### src/rtl/regfile_dump_reader.sv
// Sweeps a contiguous (wrapping) range of register-file entries and streams
// them out over a valid/ready port, reading two registers per fetch through
// the file's two combinational read ports.
module regfile_dump_reader #(
  parameter int DATA_WIDTH = 32,
  parameter int SEL_WIDTH  = 4
) (
  input  logic                  clk,
  input  logic                  reset,
  input  logic                  start,
  input  logic [SEL_WIDTH-1:0]  lo_reg,
  input  logic [SEL_WIDTH-1:0]  hi_reg,
  output logic [SEL_WIDTH-1:0]  regsel_source0,
  output logic [SEL_WIDTH-1:0]  regsel_source1,
  input  logic [DATA_WIDTH-1:0] dataout0,
  input  logic [DATA_WIDTH-1:0] dataout1,
  output logic                  out_valid,
  input  logic                  out_ready,
  output logic [DATA_WIDTH-1:0] out_data,
  output logic [SEL_WIDTH-1:0]  out_index,
  output logic                  out_last,
  output logic                  busy,
  output logic                  done
);

  typedef enum logic [1:0] {IDLE, FETCH, SEND0, SEND1} state_t;

  state_t                state, state_nxt;
  logic [SEL_WIDTH-1:0]  ptr;
  logic [SEL_WIDTH:0]    remaining;   // one extra bit: a full sweep holds 2^SEL_WIDTH
  logic [DATA_WIDTH-1:0] buf0, buf1;
  logic                  done_q;

  logic [SEL_WIDTH-1:0]  span;
  logic [SEL_WIDTH-1:0]  ptr_p1;
  logic                  xfer;
  logic                  is_last;

  assign span    = hi_reg - lo_reg;                 // natural wrap gives the mod
  assign ptr_p1  = ptr + SEL_WIDTH'(1);
  assign is_last = (remaining == (SEL_WIDTH+1)'(1));
  assign xfer    = out_valid && out_ready;

  // State register
  always_ff @(posedge clk or posedge reset) begin
    if (reset) state <= IDLE;
    else       state <= state_nxt;
  end

  // Next-state logic; a sweep ends on whichever word carries the last count
  always_comb begin
    state_nxt = state;
    case (state)
      IDLE:  if (start) state_nxt = FETCH;
      FETCH: state_nxt = SEND0;
      SEND0: if (xfer) state_nxt = is_last ? IDLE : SEND1;
      SEND1: if (xfer) state_nxt = is_last ? IDLE : FETCH;
      default: state_nxt = IDLE;
    endcase
  end

  // Outputs; payload is forced to zero whenever no word is offered
  always_comb begin
    regsel_source0 = '0;
    regsel_source1 = '0;
    out_valid      = 1'b0;
    out_data       = '0;
    out_index      = '0;
    out_last       = 1'b0;
    case (state)
      FETCH: begin
        regsel_source0 = ptr;
        regsel_source1 = ptr_p1;
      end
      SEND0: begin
        out_valid = 1'b1;
        out_data  = buf0;
        out_index = ptr;
        out_last  = is_last;
      end
      SEND1: begin
        out_valid = 1'b1;
        out_data  = buf1;
        out_index = ptr_p1;
        out_last  = is_last;
      end
      default: ;
    endcase
    busy = (state != IDLE);
    done = done_q;
  end

  // Sweep pointer, word count, read-data capture and the done pulse
  always_ff @(posedge clk or posedge reset) begin
    if (reset) begin
      ptr       <= '0;
      remaining <= '0;
      buf0      <= '0;
      buf1      <= '0;
      done_q    <= 1'b0;
    end else begin
      done_q <= xfer && is_last;
      if (state == IDLE && start) begin
        ptr       <= lo_reg;
        remaining <= {1'b0, span} + (SEL_WIDTH+1)'(1);
      end
      if (state == FETCH) begin
        buf0 <= dataout0;
        buf1 <= dataout1;
      end
      if (xfer) begin
        remaining <= remaining - (SEL_WIDTH+1)'(1);
        if (state == SEND1 && !is_last) ptr <= ptr + SEL_WIDTH'(2);
      end
    end
  end

endmodule

### config.mk
export PLATFORM = sky130hd
export DESIGN_NAME = regfile_dump_reader
export DESIGN_NICKNAME = d
export VERILOG_FILES = /design/src/rtl/regfile_dump_reader.sv
export SDC_FILE = /design/constraint.sdc
export NUM_CORES = 1
export LEC_CHECK = 0
export BUFFER_PORTS_ARGS = -buffer_cell sky130_fd_sc_hd__buf_4
export CORE_UTILIZATION = 40
export CTS_CLUSTER_SIZE = 20
export DETAILED_ROUTE_END_ITERATION = 7
export PLACE_DENSITY = 0.67
export SYNTH_ARGS = -nofsm -noshare
export SYNTH_HDL_FRONTEND = slang
export SYNTH_SLANG_ARGS = --single-unit
### constraint.sdc
create_clock -name clk -period 3.5 [get_ports clk]
set_clock_uncertainty 0.1 [all_clocks]
set_input_delay 0.35 -clock clk [delete_from_list [all_inputs] [get_ports clk]]
set_output_delay 0.35 -clock clk [all_outputs]
set_load 0.05 [all_outputs]
Yosys cells after proc, flatten, opt, wreduce, memory -nomap -nowiden. Cells that the tools add are included.

Add/sub/neg operators: 5. $mul: 0. Div/mod/pow operators: 0. Order comparisons: 0. Eq/ne operators: 7. Shifts and indexed selects: 0. Multiplexer cells: 17. Bitwise logic cells: 0. Reductions and logical operators: 10.

Operators with widths (count): 32-bit case mux with 2 select lines (1); 4-bit 2-to-1 mux (5); 5-bit 2-to-1 mux (2); 2-bit 2-to-1 mux (4); 2-bit case mux with 4 select lines (1); 4-bit case mux with 2 select lines (1); 2-bit inequality test (second input constant) (3); 4-bit by 1-bit adder with 5-bit output (second input constant) (1); 5-bit by 1-bit equality test with 1-bit output (second input constant) (1); 5-bit by 1-bit subtractor with 5-bit output (second input constant) (1); 4-bit by 1-bit adder with 4-bit output (second input constant) (1); 4-bit by 2-bit adder with 4-bit output (second input constant) (1); 2-bit equality test (second input constant) (2); 1-bit logical AND (4); 2-bit nonzero test (2); 4-bit subtractor (1); 1-bit 2-to-1 mux (3); 3-bit AND reduction (1); 2-bit by 1-bit equality test with 1-bit output (second input constant) (1); 2-bit logical NOT (1); 2-bit OR reduction (1); 1-bit logical NOT (1).

Register bits after elaboration: 76. Bits in latches: 0. Memory bits (writable): 0. ROM bits: 0. Bits of input ports: 76. Word-level logic and storage cells: 45. Memories: 0.

Depth between registers and ports, before layout. Gate-level depths: netlist (run 1).

Depth in word-level cells: 6. Gate-level depth with buffers: 8. Mapped depth without buffers: 8.

Worst setup path before layout (run 1). Ideal clock, no wire load.

Path kind: reg2out. Start: reg state[0]. End: out out_data[12]. Arrival: 1.675 ns. Data required time: 3.050 ns. Setup slack: 1.375 ns. Cell stages (with the launch flop): 6. Cells stage by stage: dfrtp_1 > buf_6 > buf_2 > buf_4 > mux2i_1 > nor2b_1.

Word-level cells in the longest chain between the ends: 2. Elaborated cells on any way between the ends: 3. Classes of those cells: eq/ne: 2; mux: 1.

RTL lines: from (decl) (RTL line 28) `state_t state, state_nxt;`; from (signal assigned) (RTL line 47) `else state <= state_nxt;`; 2-bit equality test (RTL line 70) `case (state)`; 32-bit case mux with 2 select lines (*) (RTL line 70); to (decl) (RTL line 19) `output logic [DATA_WIDTH-1:0] out_data,`.

Every way passes the cells marked *; elsewhere a longest branch is shown, timed or not.

Worst setup path after layout (run 1).
Start: reg state[0]. End: out out_index[3].

Word-level cells in the longest chain between the ends: 2. Elaborated cells on any way between the ends: 3. Classes of those cells: eq/ne: 2; mux: 1.

RTL lines: 2-bit equality test (RTL line 70); 4-bit case mux with 2 select lines (*) (RTL line 70); to (decl) (RTL line 20) `output logic [SEL_WIDTH-1:0] out_index,`.

Marks and branches as above.

==> impl_metrics.env, run 1 <==
export IMPL_start_kind="flop"
export IMPL_critPathMaxFanout=26
export IMPL_grt_use_total_pct=18.5
export IMPL_leakage_nw=2.82
export IMPL_crit_start="state[0]"
export IMPL_worstReg2RegStart="state[0]"
export IMPL_die_area_sq_um=10300
export IMPL_worstSetupEndpoint="out_index[3]"
export IMPL_slew_headroom_pct=45.8
export IMPL_worstHoldPathType="in -> reg"
export IMPL_post_route_period_util_pct=77.3
export IMPL_dpl_hpwl_mm=6.34
export IMPL_fmax_mhz=370
export IMPL_fp_row_count=36
export IMPL_pwr_density_cell_nw_per_um2=1100
export IMPL_rsz0062_at_grt="false"
export IMPL_vdd_drop_max_mv=0.614
export IMPL_initial_core_util_pct=41.1
export IMPL_drcViolationCount=0
export IMPL_vias_per_cell=4.68
export IMPL_drv_slew=0
export IMPL_status="finished, final reports clean"
export IMPL_preCtsSetupSlack_ps=1130
export IMPL_numPortBuffers=123
export IMPL_synth_edf_count=0
export IMPL_ys_ff_latch=76
export IMPL_avgSynthCellArea_sq_um=8.70
export IMPL_maxCapViolCount=0
export IMPL_setup_ws_ps=796
export IMPL_postSynthNetCount=542
export IMPL_first_global_vias=3213
export IMPL_antenna_found_initial=0
export IMPL_cts_buffer_depth=2
export IMPL_clk_pin_slew_worst_paths_ps=80
export IMPL_postCtsSetupBuffers=0
export IMPL_vias=3307
export IMPL_async_reset_ff_share_pct=100
export IMPL_clock_sinks=76
export IMPL_syn_to_final_growth_pct=32.4
export IMPL_grt_overflow_total=0
export IMPL_min_period_ps=2700
export IMPL_gp_congestion=0.803
export IMPL_worst_r2r_path_depth=4
export IMPL_cts_buffers=9
export IMPL_routed_wirelength_mm=9.06
export IMPL_grt_max_degree=65
export IMPL_fin_nets=654
export IMPL_synth_cell_types=39
export IMPL_yosysSeqAreaShare_pct=47.8
export IMPL_cp_data_arrival_time_ps=2250
export IMPL_hold_viol_final=0
export IMPL_cts_root_buf="clkbuf_8"
export IMPL_netlist_instances=457
export IMPL_end_kind="output port"
export IMPL_die_h_um=102
export IMPL_cts_htree_levels=3
export IMPL_clk_latency_ps=330
export IMPL_tightestPinTransition_ps=812
export IMPL_yosys_warnings=0
export IMPL_ios=124
export IMPL_wl_per_cell_um=12.8
export IMPL_cts_tree="done"
export IMPL_final_common_cell="nand2_1"
export IMPL_setup_viol=0
export IMPL_fin_setup_tns_ps=0
export IMPL_r2r_slack_ps=1170
export IMPL_synth_cell_area_sq_um=3980
export IMPL_synth_ff_type="dfrtp_1"
export IMPL_crit_type="reg -> out"
export IMPL_crit_required_ps=3050
export IMPL_drt_pass1_iter_count=4
export IMPL_final_cell_mix="202 x nand2_1, 128 x buf_4, 75 x dfrtp_1"
export IMPL_drtIter0Drc=149
export IMPL_r2r_end="buf1[13]"
export IMPL_diodes=0
export IMPL_grt_pass1_wl_mm=14.8
export IMPL_final_antenna_net_count=0
export IMPL_drive_above_1_share_pct=27.0
export IMPL_core_area_sq_um=9680
export IMPL_die_x_um=102
## layer usage
metal  wire [um]  global-route usage (%)
met1        4310                    24.5
met2        4130                    30.4
met3         567                    4.14
met4          59                    5.35
met5           0                       0
## cells in the mapped netlist, types with 3 or more instances
cell type | number | area (sq um)
xor2_1 | 4 | 35.0
inv_1 | 9 | 33.8
a21oi_1 | 3 | 15.0
clkbuf_1 | 15 | 56.3
nor2b_1 | 34 | 213
o21ai_1 | 3 | 15.0
nand2_1 | 202 | 758
xnor2_1 | 6 | 52.6
mux2i_1 | 35 | 350
ha_1 | 8 | 100
buf_2 | 10 | 50.1
and2_1 | 9 | 56.3
dfrtp_1 | 76 | 1900
nor2_1 | 9 | 33.8
## state kept, by name (all words and copies together), names as in the netlist
name and flops:
buf0 32, buf1 32, ptr 4, state 2, done 1, remaining 5
## cells by family after synthesis
group	synth area share, %
AO/OA/AOI/OAI	3.15
XOR/XNOR	2.77
adder cells (fa/ha/maj)	3.02
buffers and inverters	4.18
flip-flops	47.8
multiplexers	8.81
AND/OR/NAND/NOR	30.2
## worst max-delay path, stage by stage (launching register included)
cell	delay, ps
dfrtp_2	880
buf_4	420
nand3_1	130
xnor2_1	140
and2_1	150
buf_4	190
## through the flow
step	area [sq um]	utilization, %	instances	power (W)	hold slack (ps)
floorplan	3980	-	457	0.00409	345
global route	5270	54.4	707	0.00621	82.7
CTS	5270	54.4	707	0.00585	81.2
detailed placement	4980	51.5	690	0.00495	296
finish	5270	54.4	707	0.00580	94.2
global placement	4980	51.5	690	0.00489	292
## final cells by class
| class | count | area, sq um |
|---|---|---|
| Multi-Input combinational cell | 344 | 1920 |
| Inverter | 9 | 35.0 |
| Clock inverter | 6 | 134 |
| Sequential cell | 76 | 1900 |
| Clock buffer | 10 | 138 |
| Tap cell | 133 | 166 |
| Fill cell | 895 | 4420 |
| Timing Repair Buffer | 129 | 971 |
## report_power, final
group / switching [W] / leakage (nW) / total [W] / internal, W
registers: 0.000370 / 0.931 / 0.00168 / 0.00131
clock network: 0.000323 / 0.137 / 0.000890 / 0.000567
logic: 0.00209 / 1.75 / 0.00323 / 0.00114
total: 0.00278 / 2.82 / 0.00580 / 0.00302
## how the worst min path moves through the flow
stage,startpoint,to,slack [ps],depth (start not counted)
finish,dataout0[14],buf0[14],90,3
detailed placement,reset,buf0[0],300,2
global route,dataout0[14],buf0[14],80,3
floorplan,buf0[0],buf0[0],340,2
CTS,dataout0[14],buf0[14],80,3
global placement,reset,buf1[0],290,2
## repair_timing
action	in CTS	in global routing
setup endpoints to repair	0	0
gates resized for setup	0	0
hold buffers	1	0
hold endpoints to repair	28	0
Note: power is estimated with default switching activity, not from simulation.
==> inputs of run 2 (changes only) <==
==> constraint.sdc (replaced) <==
create_clock -name clk -period 2.7 [get_ports clk]
set_clock_uncertainty 0.1 [all_clocks]
set_input_delay 0.27 -clock clk [delete_from_list [all_inputs] [get_ports clk]]
set_output_delay 0.27 -clock clk [all_outputs]
set_load 0.05 [all_outputs]
==> run 2 against run 1 <==
Net effect: critical path depth down 1; largest power group unchanged; final area shrank 1.1%; die area unchanged; critical path type unchanged.
==> impl_metrics.env, run 2 (synthesized netlist as in run 1, its figures left out) <==
export IMPL_status="finished, final reports clean"
export IMPL_crit_required_ps=2330
export IMPL_worstHoldPathType="in -> reg"
export IMPL_diodes=0
export IMPL_end_kind="output port"
export IMPL_seq_area_sq_um=1900
export IMPL_first_global_vias=3305
export IMPL_vias_per_cell=4.58
export IMPL_preCtsSetupSlack_ps=669
export IMPL_grt_overflow_total=0
export IMPL_wl_per_cell_um=12.8
export IMPL_grt_max_degree=65
export IMPL_crit_type="reg -> out"
export IMPL_p_int_w=0.00357
export IMPL_leakage_nw=2.79
export IMPL_final_cell_mix="202 x nand2_1, 129 x buf_4, 75 x dfrtp_1"
export IMPL_final_common_cell="nand2_1"
export IMPL_layout_cells_non_filler=709
export IMPL_cts_buffer_depth=2
export IMPL_grt_pass1_wl_mm=15.2
export IMPL_initial_core_util_pct=41.1
export IMPL_fmax_mhz=422
export IMPL_dp_cells=693
export IMPL_die_x_um=102
export IMPL_crit_start="state[0]"
export IMPL_die_h_um=102
export IMPL_post_cts_resized=0
export IMPL_die_area_sq_um=10300
export IMPL_drive_above_1_share_pct=27.1
export IMPL_comb_power_share_pct=59.5
export IMPL_dpl_hpwl_mm=6.44
export IMPL_final_antenna_net_count=0
export IMPL_pwr_share_clk_pct=10.4
export IMPL_routed_wirelength_mm=9.06
export IMPL_gp_congestion=0.771
export IMPL_cts_root_buf="clkbuf_8"
export IMPL_place_area_sq_um=5030
export IMPL_drv_slew=0
export IMPL_clk_latency_ps=340
export IMPL_syn_to_final_growth_pct=31.0
export IMPL_min_period_ps=2370
export IMPL_pwr_density_cell_nw_per_um2=1380
export IMPL_critPathMaxFanout=28
export IMPL_final_area_sq_um=5210
export IMPL_hold_viol_final=0
export IMPL_setup_ws_ps=331
export IMPL_maxCapViolCount=0
export IMPL_grt_use_total_pct=19.1
export IMPL_cts_tree="done"
export IMPL_cp_data_arrival_time_ps=2000
export IMPL_antenna_found_initial=0
export IMPL_postCtsSetupBuffers=0
export IMPL_switchingPower_w=0.00359
export IMPL_rsz0062_at_grt="false"
export IMPL_fillers=898
export IMPL_swShare_pct=50.1
export IMPL_cts_buffers=9
export IMPL_drcViolationCount=0
export IMPL_fp_row_count=36
export IMPL_setup_viol=0
export IMPL_drtIter0Drc=97
export IMPL_clock_sinks=76
export IMPL_multiInputGateArea_sq_um=1920
export IMPL_top_regs="buf0: 32 flops, buf1: 32 flops, remaining: 5 flops"
export IMPL_pwr_share_seq_pct=30.1
export IMPL_start_kind="flop"
export IMPL_ios=124
export IMPL_tightestPinTransition_ps=771
export IMPL_clk_pin_slew_worst_paths_ps=80
export IMPL_core_area_sq_um=9680
export IMPL_slew_headroom_pct=48.6
export IMPL_hp_start="dataout0[10]"
export IMPL_drt_pass1_iter_count=4
export IMPL_final_util_pct=53.8
export IMPL_vias=3245
export IMPL_worstReg2RegStart="state[0]"
export IMPL_fin_nets=657
export IMPL_numPortBuffers=123
export IMPL_post_route_period_util_pct=87.7
export IMPL_fin_setup_tns_ps=0
export IMPL_cts_htree_levels=3
export IMPL_vdd_drop_max_mv=1.02
-- run 2: layout make-up --
type,instances,area share [%]
clock buffer,11,2.71
clock inverter,4,0.504
inverter,9,0.673
multi-input combinational,344,36.8
sequential,76,36.5
tap,133,3.19
timing repair buffer,132,19.6
-- run 2: final timing paths --
check                      slack (ps)  cells after the start           end
max                               330                      4  out_data[22]
min                                10                      3      buf0[10]
max reg2reg                       760                      4      buf0[23]
min reg2reg                       370                      2      buf0[14]
max in group asynchronous        1450                      4      buf0[26]
min in group asynchronous         420                      3       buf0[0]
-- run 2: power groups by stage --
stage          Sequential, W  Combinational, W  Clock (W)
6_report             0.00216           0.00426   0.000747
2_1_floorplan        0.00197           0.00333          0
3_3_place_gp         0.00216           0.00424          0
4_1_cts              0.00216           0.00431   0.000768
3_5_place_dp         0.00217           0.00430          0
5_1_grt              0.00224           0.00466   0.000826
-- run 2: per-layer routing --
metal / track usage, % / share of wire (%) / up-vias
met5: 0 / 0 / -
met4: 6.02 / 1.2 / 0
met3: 5.11 / 7.1 / 9
met2: 30.2 / 45 / 98
met1: 25.5 / 47 / 1472
li1: - / - / 1666
-- run 2: critical path: stages (launching register included) --
cell	delay (ps)
dfrtp_2	880
buf_4	320
mux2i_1	210
nor2b_1	70
buf_4	190
-- run 2: what timing repair did --
| item | 4_1_cts | 5_1_grt |
|---|---|---|
| endpoints found under the hold margin | 30 | 0 |
| endpoints found under the setup margin | 0 | 0 |
| hold buffers | 1 | 0 |
-- run 2: per-stage QoR --
stage	hold slack (ps)	total power (W)
after floorplan	275	0.00530
after global placement	243	0.00640
after detailed placement	244	0.00648
after CTS	7.06	0.00724
after global routing	3.10	0.00773
final	13.7	0.00717
==> inputs of run 3 (changes only) <==
--- a/config.mk
+++ b/config.mk
@@ -5,11 +5,13 @@
 export SDC_FILE = /design/constraint.sdc
 export NUM_CORES = 1
 export LEC_CHECK = 0
+export ABC_AREA = 1
 export BUFFER_PORTS_ARGS = -buffer_cell sky130_fd_sc_hd__buf_4
-export CORE_UTILIZATION = 40
+export CORE_ASPECT_RATIO = 1.25
+export CORE_UTILIZATION = 46
 export CTS_CLUSTER_SIZE = 20
 export DETAILED_ROUTE_END_ITERATION = 7
-export PLACE_DENSITY = 0.67
+export PLACE_DENSITY = 0.76
 export SYNTH_ARGS = -nofsm -noshare
 export SYNTH_HDL_FRONTEND = slang
 export SYNTH_SLANG_ARGS = --single-unit
==> run 3 against run 2 <==
Net effect: sequential cell count is the same; maximum frequency is 0.36% lower; cell count shrank 1.3%; critical path type unchanged; critical endpoint is now out_data[28]; largest cell class is now sequential cells.
==> impl_metrics.env, run 3 <==
export IMPL_status="finished, final reports clean"
export IMPL_final_common_cell="nand2_1"
export IMPL_crit_start="state[1]"
export IMPL_die_area_sq_um=8580
export IMPL_end_kind="output port"
export IMPL_comb_power_share_pct=57.2
export IMPL_async_reset_ff_share_pct=100
export IMPL_switchingPower_w=0.00361
export IMPL_yosys_warnings=0
export IMPL_dpl_hpwl_mm=6.51
export IMPL_core_area_sq_um=7880
export IMPL_gp_congestion=0.794
export IMPL_syn_to_final_growth_pct=33.2
export IMPL_hp_start="dataout1[2]"
export IMPL_vias_per_cell=4.90
export IMPL_synth_area_top_cells="dfrtp_1 50%, nand2_1 18%, o21ai_0 8.6%"
export IMPL_synth_ff_type="dfrtp_1"
export IMPL_hold_viol_final=0
export IMPL_worstReg2RegStart="state[1]"
export IMPL_layout_cells_non_filler=700
export IMPL_setup_viol=0
export IMPL_cts_buffer_depth=2
export IMPL_fp_row_count=36
export IMPL_initial_core_util_pct=47.9
export IMPL_final_antenna_net_count=0
export IMPL_cp_depth=6
export IMPL_synth_top_area_share_pct=50.3
export IMPL_total_power_w=0.00724
export IMPL_clk_latency_ps=340
export IMPL_cpMaxStageDelayCell="dfrtp_1"
export IMPL_grt_overflow_total=0
export IMPL_drive_above_1_share_pct=26.0
export IMPL_grt_max_degree=65
export IMPL_crit_required_ps=2330
export IMPL_avgSynthCellArea_sq_um=7.86
export IMPL_numPortBuffers=123
export IMPL_postSynthNetCount=566
export IMPL_synth_cell_types=31
export IMPL_synth_cell_area_sq_um=3780
export IMPL_dp_cells=684
export IMPL_ios=124
export IMPL_cp_data_arrival_time_ps=2010
export IMPL_cts_hold_buf=1
export IMPL_die_x_um=83.1
export IMPL_antenna_found_initial=0
export IMPL_yosysSeqAreaShare_pct=50.3
export IMPL_worstHoldPathType="in -> reg"
export IMPL_drt_pass1_iter_count=4
export IMPL_die_h_um=103
export IMPL_holdWs_ps=21.1
export IMPL_routed_wirelength_mm=8.86
export IMPL_crit_family="buffers and inverters"
export IMPL_min_period_ps=2380
export IMPL_clock_sinks=76
export IMPL_worstPathCellList="nand2_2 -> inv_1 -> buf_12 -> nand2_1 -> o21ai_0 -> buf_4"
export IMPL_final_area_sq_um=5030
export IMPL_diodes=0
export IMPL_synth_top_area_cell="dfrtp_1"
export IMPL_grt_pass1_wl_mm=15.0
export IMPL_ys_top_cells_by_count="183 x nand2_1, 76 x dfrtp_1, 65 x o21ai_0"
export IMPL_postCtsSetupBuffers=0
export IMPL_pwr_share_clk_pct=15.4
export IMPL_drv_slew=0
export IMPL_fmax_mhz=421
export IMPL_swShare_pct=49.8
export IMPL_wl_per_cell_um=12.7
export IMPL_r2r_end="buf0[6]"
export IMPL_grt_use_total_pct=21.8
export IMPL_synth_edf_count=0
export IMPL_vdd_drop_max_mv=0.939
export IMPL_crit_type="reg -> out"
export IMPL_start_kind="flop"
export IMPL_path_buf_inv=3
export IMPL_worstHoldPathCells=3
export IMPL_first_global_vias=3311
export IMPL_final_cell_mix="183 x nand2_1, 127 x buf_4, 76 x dfrtp_1"
export IMPL_pwr_share_seq_pct=27.4
export IMPL_top_regs="buf0: 32 flops, buf1: 32 flops, remaining: 5 flops"
export IMPL_p_int_w=0.00363
export IMPL_r2r_slack_ps=730
export IMPL_yosysMostFrequentCell="nand2_1"
export IMPL_cts_htree_levels=3
export IMPL_slew_headroom_pct=61.4
export IMPL_vias=3433
export IMPL_fin_nets=686
export IMPL_cts_buffers=9
export IMPL_tightestPinTransition_ps=578
export IMPL_place_area_sq_um=4760
export IMPL_post_cts_resized=0
export IMPL_pwr_density_cell_nw_per_um2=1440
export IMPL_clk_pin_slew_worst_paths_ps=80
export IMPL_max_stage_delay_ps=500
export IMPL_cts_tree="done"
export IMPL_ys_ff_latch=76
export IMPL_post_route_period_util_pct=88.1
export IMPL_cts_root_buf="clkbuf_8"
export IMPL_drtIter0Drc=226
export IMPL_rsz0062_at_grt="false"
export IMPL_critPathMaxFanout=19
export IMPL_worst_r2r_path_depth=5
export IMPL_maxCapViolCount=0
export IMPL_drcViolationCount=0
export IMPL_netlist_instances=481
export IMPL_fin_setup_tns_ps=0
export IMPL_worstSetupEndpoint="out_data[28]"
export IMPL_leakage_nw=2.69
-- run 3: cell types whose count changed after synthesis, moves of 12 or more --
cell,previous run,this run
o21ai_0,2,65
inv_1,9,56
mux2i_1,35,0
nor2b_1,34,0
nand2_1,202,183
clkbuf_1,15,3
-- run 3: kinds of logic (layout without fill, tap and decap cells) --
family | Yosys count | count (layout) | synth area share [%]
AO/OA/AOI/OAI | 91 | 91 | 12.8
XOR/XNOR | 4 | 4 | 0.927
adder cells (fa/ha/maj) | 9 | 9 | 3.18
buffers and inverters | 81 | 205 | 9.40
flip-flops | 76 | 76 | 50.3
AND/OR/NAND/NOR | 220 | 220 | 23.3
-- run 3: power by group through the flow --
stage	sequential [W]	combinational, W	clock (W)
final	0.00199	0.00414	0.00112
after global routing	0.00205	0.00455	0.00119
after CTS	0.00199	0.00417	0.00113
after detailed placement	0.00201	0.00416	0
after global placement	0.00200	0.00407	0
after floorplan	0.00193	0.00311	0
-- run 3: layout make-up --
class / count / area [sq um]
inverter: 60 / 225
multi-input combinational: 324 / 1520
clock inverter: 6 / 138
fill: 674 / 2850
clock buffer: 9 / 124
sequential: 76 / 1900
tap: 95 / 119
timing repair buffer: 130 / 1000
-- run 3: through the flow --
| step | utilization (%) | setup WS, ps |
|---|---|---|
| after global routing | 63.8 | 153 |
| after global placement | 60.4 | 769 |
| after floorplan | - | 355 |
| after CTS | 63.8 | 291 |
| final | 63.8 | 322 |
| after detailed placement | 60.4 | 661 |
-- run 3: worst min path at each step --
stage / end / slack [ps]
after CTS: buf1[3] / 9
after detailed placement: buf1[13] / 220
after global routing: buf1[3] / 10
after global placement: buf0[13] / 220
after floorplan: buf0[31] / 280
final: buf1[2] / 20
-- run 3: routing by layer --
layer | global-route usage [%] | share of wire (%) | vias to the layer above
met5 | 0 | 0 | -
met4 | 5.97 | 1.2 | 0
met3 | 4.68 | 5.7 | 11
met2 | 38.5 | 49 | 98
met1 | 27.4 | 44 | 1579
li1 | - | - | 1745
-- run 3: tightest hold or removal path: stages --
cell and delay (ps):
buf_4 70, nand2_1 40, nand2_1 50
